## src/rtl/cache_fill_fsm_pkg.sv

```systemverilog
// Shared definitions for the cache miss-fill responder: block geometry
// defaults and the fill state encoding.
package cache_fill_fsm_pkg;

  localparam int DEF_ADDR_W          = 16;
  localparam int DEF_DATA_W          = 16;
  localparam int DEF_WORDS_PER_BLOCK = 8;
  localparam int DEF_OFF_W           = $clog2(DEF_WORDS_PER_BLOCK);
  localparam int DEF_BLOCK_BYTES     = 2 * DEF_WORDS_PER_BLOCK;

  // IDLE waits for a miss; BUSY covers both request issue and beat return.
  typedef enum logic {
    FILL_IDLE = 1'b0,
    FILL_BUSY = 1'b1
  } fill_state_e;

endpackage

```

## src/rtl/cache_fill_fsm_if.sv

```systemverilog
// Cache-side and memory-side signals of one fill responder. The master
// modport is the fill FSM; the slave modport is the cache/memory environment.
interface cache_fill_fsm_if #(
  parameter int ADDR_W = cache_fill_fsm_pkg::DEF_ADDR_W,
  parameter int DATA_W = cache_fill_fsm_pkg::DEF_DATA_W,
  parameter int OFF_W  = cache_fill_fsm_pkg::DEF_OFF_W
);

  // Cache lookup side
  logic              miss_detected;
  logic [ADDR_W-1:0] miss_address;
  logic              fsm_busy;

  // Cache array write side
  logic              write_data_array;
  logic              write_tag_array;
  logic [OFF_W-1:0]  cache_wr_offset;
  logic [DATA_W-1:0] cache_wr_data;

  // Main memory side
  logic [ADDR_W-1:0] memory_address;
  logic              memory_rd_en;
  logic [DATA_W-1:0] memory_data;
  logic              memory_data_valid;

  modport master (
    input  miss_detected, miss_address, memory_data, memory_data_valid,
    output fsm_busy, write_data_array, write_tag_array, cache_wr_offset,
           cache_wr_data, memory_address, memory_rd_en
  );

  modport slave (
    output miss_detected, miss_address, memory_data, memory_data_valid,
    input  fsm_busy, write_data_array, write_tag_array, cache_wr_offset,
           cache_wr_data, memory_address, memory_rd_en
  );

endinterface

```

## src/rtl/cache_fill_fsm_fill_beat_counter.sv

```systemverilog
// Word-offset counter used for both the request-issue and the beat-receive
// sides of a block fill. Clear has priority over increment.
module fill_beat_counter #(
  parameter int OFF_W = cache_fill_fsm_pkg::DEF_OFF_W
) (
  input  logic             clk,
  input  logic             rst_n,
  input  logic             clear,
  input  logic             incr,
  output logic [OFF_W-1:0] count,
  output logic             terminal
);

  // Offset register: clear, else step by one when enabled.
  // NOTE: sequential state uses non-blocking assignments so every register
  // samples pre-edge values and simulation matches the synthesized flops.
  always_ff @(posedge clk or negedge rst_n) begin
    if (!rst_n) begin
      count <= '0;
    end else if (clear) begin
      count <= '0;
    end else if (incr) begin
      count <= count + OFF_W'(1);
    end
  end

  // Last word of the block.
  assign terminal = &count;

endmodule

```

## src/rtl/cache_fill_fsm.sv

```systemverilog
// Miss-service responder: on a cache miss, fetch the whole block from
// multi-cycle memory, stream each returned word into the data array and
// write the tag on the final beat. fsm_busy stalls the requesting stage.
module cache_fill_fsm
  import cache_fill_fsm_pkg::*;
#(
  parameter int ADDR_W          = DEF_ADDR_W,
  parameter int DATA_W          = DEF_DATA_W,
  parameter int WORDS_PER_BLOCK = DEF_WORDS_PER_BLOCK,
  parameter int OFF_W           = DEF_OFF_W
) (
  input logic             clk,
  input logic             rst_n,
  cache_fill_fsm_if.master bus
);

  localparam int                BYTE_OFF_W = $clog2(2 * WORDS_PER_BLOCK);
  localparam logic [ADDR_W-1:0] BASE_MASK  = ~ADDR_W'((1 << BYTE_OFF_W) - 1);
  localparam logic [ADDR_W-1:0] ZERO_ADDR  = '0;
  localparam logic [DATA_W-1:0] ZERO_WORD  = '0;
  localparam logic [OFF_W-1:0]  ZERO_OFF   = '0;

  fill_state_e       state;
  logic [ADDR_W-1:0] baseAddr;
  logic              issueDone;

  logic [OFF_W-1:0]  issueCnt;
  logic [OFF_W-1:0]  recvCnt;
  logic              issueLast;
  logic              recvLast;

  logic              inFill;
  logic              issueFire;
  logic              beatFire;
  logic              lastBeat;
  logic              cntClear;
  logic [ADDR_W-1:0] reqAddr;

  assign inFill    = (state == FILL_BUSY);
  assign issueFire = inFill && !issueDone;
  // Beats outside a fill, or after the last beat has moved us to IDLE, are
  // dropped here, which is what keeps stray responses out of the array.
  assign beatFire  = inFill && bus.memory_data_valid;
  assign lastBeat  = beatFire && recvLast;
  // Counters sit at zero whenever idle, so a new fill always starts at word 0.
  assign cntClear  = !inFill || lastBeat;
  // Modulo-2^ADDR_W add: a block at the top of memory never carries out.
  assign reqAddr   = baseAddr + (ADDR_W'(issueCnt) << 1);

  fill_beat_counter #(.OFF_W(OFF_W)) u_issue_cnt (
    .clk      (clk),
    .rst_n    (rst_n),
    .clear    (cntClear),
    .incr     (issueFire),
    .count    (issueCnt),
    .terminal (issueLast)
  );

  fill_beat_counter #(.OFF_W(OFF_W)) u_recv_cnt (
    .clk      (clk),
    .rst_n    (rst_n),
    .clear    (cntClear),
    .incr     (beatFire),
    .count    (recvCnt),
    .terminal (recvLast)
  );

  // Fill sequencing: capture the block base on a miss, stop issuing after
  // the last request, return to IDLE on the last beat.
  always_ff @(posedge clk or negedge rst_n) begin
    if (!rst_n) begin
      state     <= FILL_IDLE;
      baseAddr  <= '0;
      issueDone <= 1'b0;
    end else begin
      case (state)
        FILL_IDLE: begin
          if (bus.miss_detected) begin
            baseAddr  <= bus.miss_address & BASE_MASK;
            issueDone <= 1'b0;
            state     <= FILL_BUSY;
          end
        end
        FILL_BUSY: begin
          // miss_detected/miss_address are deliberately not looked at here.
          if (issueFire && issueLast) begin
            issueDone <= 1'b1;
          end
          if (lastBeat) begin
            issueDone <= 1'b0;
            state     <= FILL_IDLE;
          end
        end
        default: begin
          state <= FILL_IDLE;
        end
      endcase
    end
  end

  // Output decode. The stall and the array writes are combinational so the
  // pipeline stalls in the miss cycle and the array captures the unregistered
  // memory word on the same edge it arrives.
  // NOTE: every output gets a default at the top of the block so no path
  // leaves one unassigned, which would infer a latch.
  always_comb begin
    bus.fsm_busy         = 1'b0;
    bus.memory_rd_en     = 1'b0;
    bus.memory_address   = ZERO_ADDR;
    bus.write_data_array = 1'b0;
    bus.write_tag_array  = 1'b0;
    bus.cache_wr_offset  = ZERO_OFF;
    bus.cache_wr_data    = ZERO_WORD;

    // While reset is held every output reads zero, even with a miss pending.
    if (rst_n) begin
      bus.fsm_busy = inFill || bus.miss_detected;

      if (issueFire) begin
        bus.memory_rd_en   = 1'b1;
        bus.memory_address = reqAddr;
      end

      if (beatFire) begin
        bus.write_data_array = 1'b1;
        bus.cache_wr_offset  = recvCnt;
        bus.cache_wr_data    = bus.memory_data;
        bus.write_tag_array  = lastBeat;
      end
    end
  end

endmodule

```

## src/flat_wrapper.sv

```systemverilog
// flat-port wrapper written by rule: the top's interface ports become plain ports
module cache_fill_fsm_flat import cache_fill_fsm_pkg::*;
#(
  parameter int ADDR_W          = DEF_ADDR_W,
  parameter int DATA_W          = DEF_DATA_W,
  parameter int WORDS_PER_BLOCK = DEF_WORDS_PER_BLOCK,
  parameter int OFF_W           = DEF_OFF_W
)
  (clk, rst_n, bus_miss_detected, bus_miss_address, bus_memory_data, bus_memory_data_valid, bus_fsm_busy, bus_write_data_array, bus_write_tag_array, bus_cache_wr_offset, bus_cache_wr_data, bus_memory_address, bus_memory_rd_en);
  cache_fill_fsm_if #(.ADDR_W(ADDR_W), .DATA_W(DATA_W), .OFF_W(OFF_W)) bus_i ();
  input logic clk;
  input logic rst_n;
  input wire logic [$bits(bus_i.miss_detected)-1:0] bus_miss_detected;
  input wire logic [$bits(bus_i.miss_address)-1:0] bus_miss_address;
  input wire logic [$bits(bus_i.memory_data)-1:0] bus_memory_data;
  input wire logic [$bits(bus_i.memory_data_valid)-1:0] bus_memory_data_valid;
  output wire logic [$bits(bus_i.fsm_busy)-1:0] bus_fsm_busy;
  output wire logic [$bits(bus_i.write_data_array)-1:0] bus_write_data_array;
  output wire logic [$bits(bus_i.write_tag_array)-1:0] bus_write_tag_array;
  output wire logic [$bits(bus_i.cache_wr_offset)-1:0] bus_cache_wr_offset;
  output wire logic [$bits(bus_i.cache_wr_data)-1:0] bus_cache_wr_data;
  output wire logic [$bits(bus_i.memory_address)-1:0] bus_memory_address;
  output wire logic [$bits(bus_i.memory_rd_en)-1:0] bus_memory_rd_en;
  assign bus_i.miss_detected = bus_miss_detected;
  assign bus_i.miss_address = bus_miss_address;
  assign bus_i.memory_data = bus_memory_data;
  assign bus_i.memory_data_valid = bus_memory_data_valid;
  assign bus_fsm_busy = bus_i.fsm_busy;
  assign bus_write_data_array = bus_i.write_data_array;
  assign bus_write_tag_array = bus_i.write_tag_array;
  assign bus_cache_wr_offset = bus_i.cache_wr_offset;
  assign bus_cache_wr_data = bus_i.cache_wr_data;
  assign bus_memory_address = bus_i.memory_address;
  assign bus_memory_rd_en = bus_i.memory_rd_en;
  cache_fill_fsm #(.ADDR_W(ADDR_W), .DATA_W(DATA_W), .WORDS_PER_BLOCK(WORDS_PER_BLOCK), .OFF_W(OFF_W)) u_core (.clk(clk), .rst_n(rst_n), .bus(bus_i));
endmodule
```

## config.mk

```make
export PLATFORM = sky130hd
export DESIGN_NAME = cache_fill_fsm_flat
export DESIGN_NICKNAME = d
export VERILOG_FILES = /design/src/rtl/cache_fill_fsm_pkg.sv /design/src/rtl/cache_fill_fsm_if.sv /design/src/rtl/cache_fill_fsm_fill_beat_counter.sv /design/src/rtl/cache_fill_fsm.sv /design/src/flat_wrapper.sv
export SDC_FILE = /design/constraint.sdc
export NUM_CORES = 1
export LEC_CHECK = 0
export BUFFER_PORTS_ARGS = -buffer_cell sky130_fd_sc_hd__buf_2
export CAP_MARGIN = 25
export CORE_UTILIZATION = 45
export DETAILED_ROUTE_END_ITERATION = 8
export PLACE_DENSITY = 0.89
export SYNTH_ARGS = -nofsm -noshare
export SYNTH_HDL_FRONTEND = slang
export SYNTH_SLANG_ARGS = --single-unit
```

## constraint.sdc

```tcl
create_clock -name clk -period 3.1 [get_ports clk]
set_input_delay 0.62 -clock clk [delete_from_list [all_inputs] [get_ports clk]]
set_output_delay 0.62 -clock clk [all_outputs]
set_load 0.01 [all_outputs]
```

# [Word level (Yosys, flattened, before mapping)]
# Cells that the tools add are included.
# Widths: inputs -> output; s select.
[word_totals] register_bits=20 wordCells=49
[op_classes] addsub=3 n_eq_ne=2 muxes=24 n_bitwise=1 n_reduce_logical=14
[ops] cell="$mux 16" n=4
[ops] cell="$mux 3" n=6
[ops] cell="$add 16x4->16" n=1
[ops] cell="$mux 1" n=12
[ops] cell="$add 3x1->3 const B" n=2
[ops] cell="$reduce_and 3->1" n=2
[ops] cell="$logic_and 1x1->1" n=4
[ops] cell="$pmux 1 s2" n=2
[ops] cell="$reduce_and 2->1" n=2
[ops] cell="$reduce_bool 2->1" n=2
[ops] cell="$ne 3x3->1 const B" n=1
[ops] cell="$logic_not 1->1" n=2
[ops] cell="$logic_or 1x1->1" n=2
[ops] cell="$ne 2x2->1 const B" n=1
[ops] cell="$not 1->1" n=1

# [Longest topological paths before layout]
[depth] word_depth=6 depth_mapped=4

# [Hierarchy]
# From an unflattened synthesis, not the netlist that was laid out.
[unflattened] cells_unflattened=100 hier_area_um2=1142.3
[by_module_without_submodules] mod="cache_fill_fsm" n_inst=1 cells_per_inst=78 area_each_um2=862.1 seq_area_each_um2=350.3
[by_module_without_submodules] mod="fill_beat_counter" n_inst=2 cells_per_inst=11 area_each_um2=140.1 seq_area_each_um2=75.1

# [Worst setup path after synthesis]
# Ideal clock, no wire load.
[synth_path] path_type="in2out" startpoint="in bus_memory_data_valid" endpoint="out bus_cache_wr_data[10]" arrival_time_ns=1.291 required_ns=2.480 setup_slack_ns=1.189 stages=4 n_path_buf=2 path_cell_list="clkbuf_2 > and3_1 > buf_2 > and2_1"
[synth_between] elab_chain_cells=3
[synth_rtl] item="start, declared" line_no="flat_wrapper.sv:16" source="input wire logic [$bits(bus_i.memory_data_valid)-1:0] bus_memory_data_valid;"
[synth_rtl] item="$logic_and 1x1->1" line_no="cache_fill_fsm.sv:43" source="assign beatFire = inFill && bus.memory_data_valid;"
[synth_rtl] item="$mux 16" line_no="cache_fill_fsm.sv:124" source="if (beatFire) begin"
[synth_rtl] item="$mux 16" line_no="cache_fill_fsm.sv:116" source="if (rst_n) begin"
[synth_rtl] item="end, declared" line_no="flat_wrapper.sv:21" source="output wire logic [$bits(bus_i.cache_wr_data)-1:0] bus_cache_wr_data;"
# Every way passes these cells.

# [Final worst setup path]
[layout_path] startpoint="in rst_n" endpoint="out bus_cache_wr_data[0]"
[layout_between] elab_chain_cells=1
[layout_rtl] item="start, declared" line_no="flat_wrapper.sv:12" source="input logic rst_n;"
[layout_rtl] item="$mux 16" line_no="cache_fill_fsm.sv:116"
# Every way passes these cells.

==> summary.txt <==
Finish
  • Layout Nets: 212
  • Area of the multi-input gates: 607 um2
  • Antenna diode count: 0
  • Most frequent cells in the layout: buf_2 (69), and2_1 (35), dfrtp_1 (20)
  • Fillers: about 220
  • Final core area utilization: approximately 62%
  • Most common cell after layout, fill and taps aside: buf_2
  • Area growth from synthesis to layout: 30.5%
  • Layout cells sized above 1: 51.8%
  • Register Area: about 500 um2

STA
  • Worst Max-Slew Pin Slew: 787 ps
  • Fmax: 443 MHz
  • Final period util: 72.8%
  • Clk_skew: 7.70 ps
  • Setup TNS: 0 ps
  • Final Hold Violating Endpoints: 0
  • Tmin final: 2260 ps
  • Slew headroom: 47.3%
  • RSZ-0062 raised after global routing: false
  • Max Slew Vio Count: 0
  • Final Setup Violations: 0

Routing
  • # DRC: 0
  • Post-DR wirelength/cell: 11.7 um
  • Iter 0 DRT Violations: 2
  • Final ANT Viol Nets: 0
  • Via count: 952
  • Vias/cell: 4.76
  • Final wirelength: 2350 um
  • DR pass1 iterations: 2

Placement
  • Post-DP HPWL: 1890 um
  • Input/output buffers: just under 70
  • Global placer's final weighted congestion: 0.746

Clock tree
  • Hold buffers post-CTS: 0
  • CTS resizes: 0
  • CTS tree: built
  • Num Clock Sinks: 20
  • H-tree Lvls: 1
  • Skew-Pair Late Insertion Delay: ~300 ps
  • Setup Buffers After CTS: 0
  • Maximum clock path buffer count: 2
  • CTS clk-pin slew, worst paths: 110 ps
  • CTS buffer count: 3
  • Clock root buffer master: clkbuf_4

Floorplan
  • FP Rows: 18
  • I/O pin total: 75
  • Initial Util: ~48%
  • Core Box Area: 2450 um2
  • Die Ht: 52.9 um
  • Die width: 52.9 um
  • Die area: approximately 2800 um2

Global route
  • Largest net degree at the start of global routing: 22
  • GRT Total Usage: 18.3%
  • Vias in the first global route: 852
  • First-pass GRT wire length: 3550 um
  • Antenna violations before repair: 0
  • Overflow after GRT: 0

Yosys
  • Post-synthesis instance area: around 1200 um2
  • Syn Area/Cell: 11.2 um2
  • Sequential fraction of the synthesis area: 42.9%
  • Post-Syn Nets: 144
  • Gate Count Post-Synth: 104
  • Synth warn: 0
  • #FFs+latches synth: 20
  • Distinct cells, synth: 25

Power
  • Flop pwr share: a little under half
  • Pwr dens: 675 nW/um2
  • NetSw: roughly 0.35 mW
  • Int Power: 0.684 mW
  • Max VDD drop: 421 uV
  • Clk pwr share: 11.8%
  • Sw Ratio: 33.5%
  • P_leak: around 0.88 nW
  • Combinational share of power: between 40 and 50%

Critical path
  • Worst Path Max Fanout: 21
  • R2R Setup Slk: 1480 ps
  • R2R cell count: 2
  • Worst R2R End: u_core.baseAddr[5]
  • Worst setup path class: input port to primary output
  • CP required: approximately 2500 ps
  • Setup crit end kind: primary output
  • Reg-to-reg critical path startpoint: u_core.inFill
  • Arrival @ worst endpoint: 1640 ps
  • Crit start category: input port

Status
  • Status: completed

Job
  • Max Cap Viol: 0

Hold path
  • HP Class: input port to asynchronous set/reset pin
worst max path at each step:
stage	slack [ps]	startpoint	cells past startpoint	end
CTS	800	rst_n	4	bus_cache_wr_data[7]
detailed placement	800	rst_n	4	bus_cache_wr_data[7]
finish	840	rst_n	4	bus_cache_wr_data[0]
global placement	860	rst_n	4	bus_cache_wr_data[0]
floorplan	1190	bus_memory_data_valid	4	bus_cache_wr_data[10]
global route	700	rst_n	4	bus_cache_wr_data[0]
metal layers:
| metal | global-route usage [%] | up-vias | share of wire (%) |
|---|---|---|---|
| li1 | - | 470 | - |
| met1 | 18.6 | 418 | 38 |
| met4 | 9.21 | 0 | 1.8 |
| met5 | 0 | - | 0 |
| met3 | 2.87 | 5 | 10 |
| met2 | 35.2 | 59 | 50 |
Yosys cell counts:
master | instances | area [um2]
ha_1 | 4 | 50.1
mux2i_1 | 2 | 20.0
conb_1 | 1 | 3.75
nor2_1 | 5 | 18.8
inv_1 | 1 | 3.75
buf_4 | 1 | 7.51
and3b_2 | 1 | 10.0
clkbuf_2 | 2 | 10.0
a21oi_1 | 3 | 15.0
mux2_2 | 2 | 22.5
a21bo_2 | 1 | 10.0
buf_6 | 3 | 33.8
xor2_1 | 1 | 8.76
nor2b_2 | 1 | 8.76
dfrtp_1 | 20 | 500
nand3b_1 | 2 | 15.0
mux2_4 | 10 | 150
nor2b_1 | 1 | 6.26
or3b_1 | 1 | 8.76
and3_1 | 1 | 6.26
nand2b_1 | 3 | 18.8
a31oi_1 | 1 | 6.26
and2_1 | 35 | 219
o2bb2ai_1 | 1 | 8.76
buf_2 | 1 | 5.00
sequential cells by signal, summed over array words and instances (netlist names):
signal and flops:
u_core.issueDone 1, u_core.u_issue_cnt.count 3, u_core.baseAddr 12, u_core.inFill 1, u_core.u_recv_cnt.count 3
area by class of cell:
cell class / count / share of cell area, %
multi-input cells: 76 / 39.8
repair buffers: 70 / 23.2
flip-flops and latches: 20 / 32.8
inverters: 1 / 0.246
clock buffers: 3 / 1.48
well taps: 30 / 2.46
cells by family (layout without fill, tap and decap cells):
group,count (synthesis),after routing,synth area share (%)
other,1,1,0.321
and+or+nand+nor,50,50,26.7
xor gates and xnor gates,1,1,0.750
muxes,14,14,16.5
AOI/OAI and AO/OA,6,6,3.43
buffers and inverters,8,74,5.14
adders and majority gates,4,4,4.29
DFF,20,20,42.9
worst max-delay path, cell delays in order:
cell and delay [ps]:
buf_2 210, and3_1 480, and2_1 200, buf_2 130
stage by stage:
| stage | area [um2] | instances | setup WS [ps] | power, mW | hold slack, ps |
|---|---|---|---|---|---|
| after floorplan | 1170 | 104 | 1190 | 0.789 | 324 |
| after global placement | 1500 | 197 | 858 | 0.882 | 475 |
| after detailed placement | 1500 | 197 | 801 | 0.920 | 482 |
| after CTS | 1520 | 200 | 801 | 1.05 | 141 |
| after global routing | 1520 | 200 | 696 | 1.11 | 145 |
| final | 1520 | 200 | 842 | 1.03 | 147 |
power by group through the flow:
stage                     sequential (mW)  clock (mW)  combinational, mW
after floorplan                     0.440           0              0.348
after global placement              0.469           0              0.413
after detailed placement            0.477           0              0.443
after CTS                           0.475       0.127              0.443
after global routing                0.491       0.132              0.491
final                               0.474       0.122              0.434
Power figures use the tool's default switching activity.
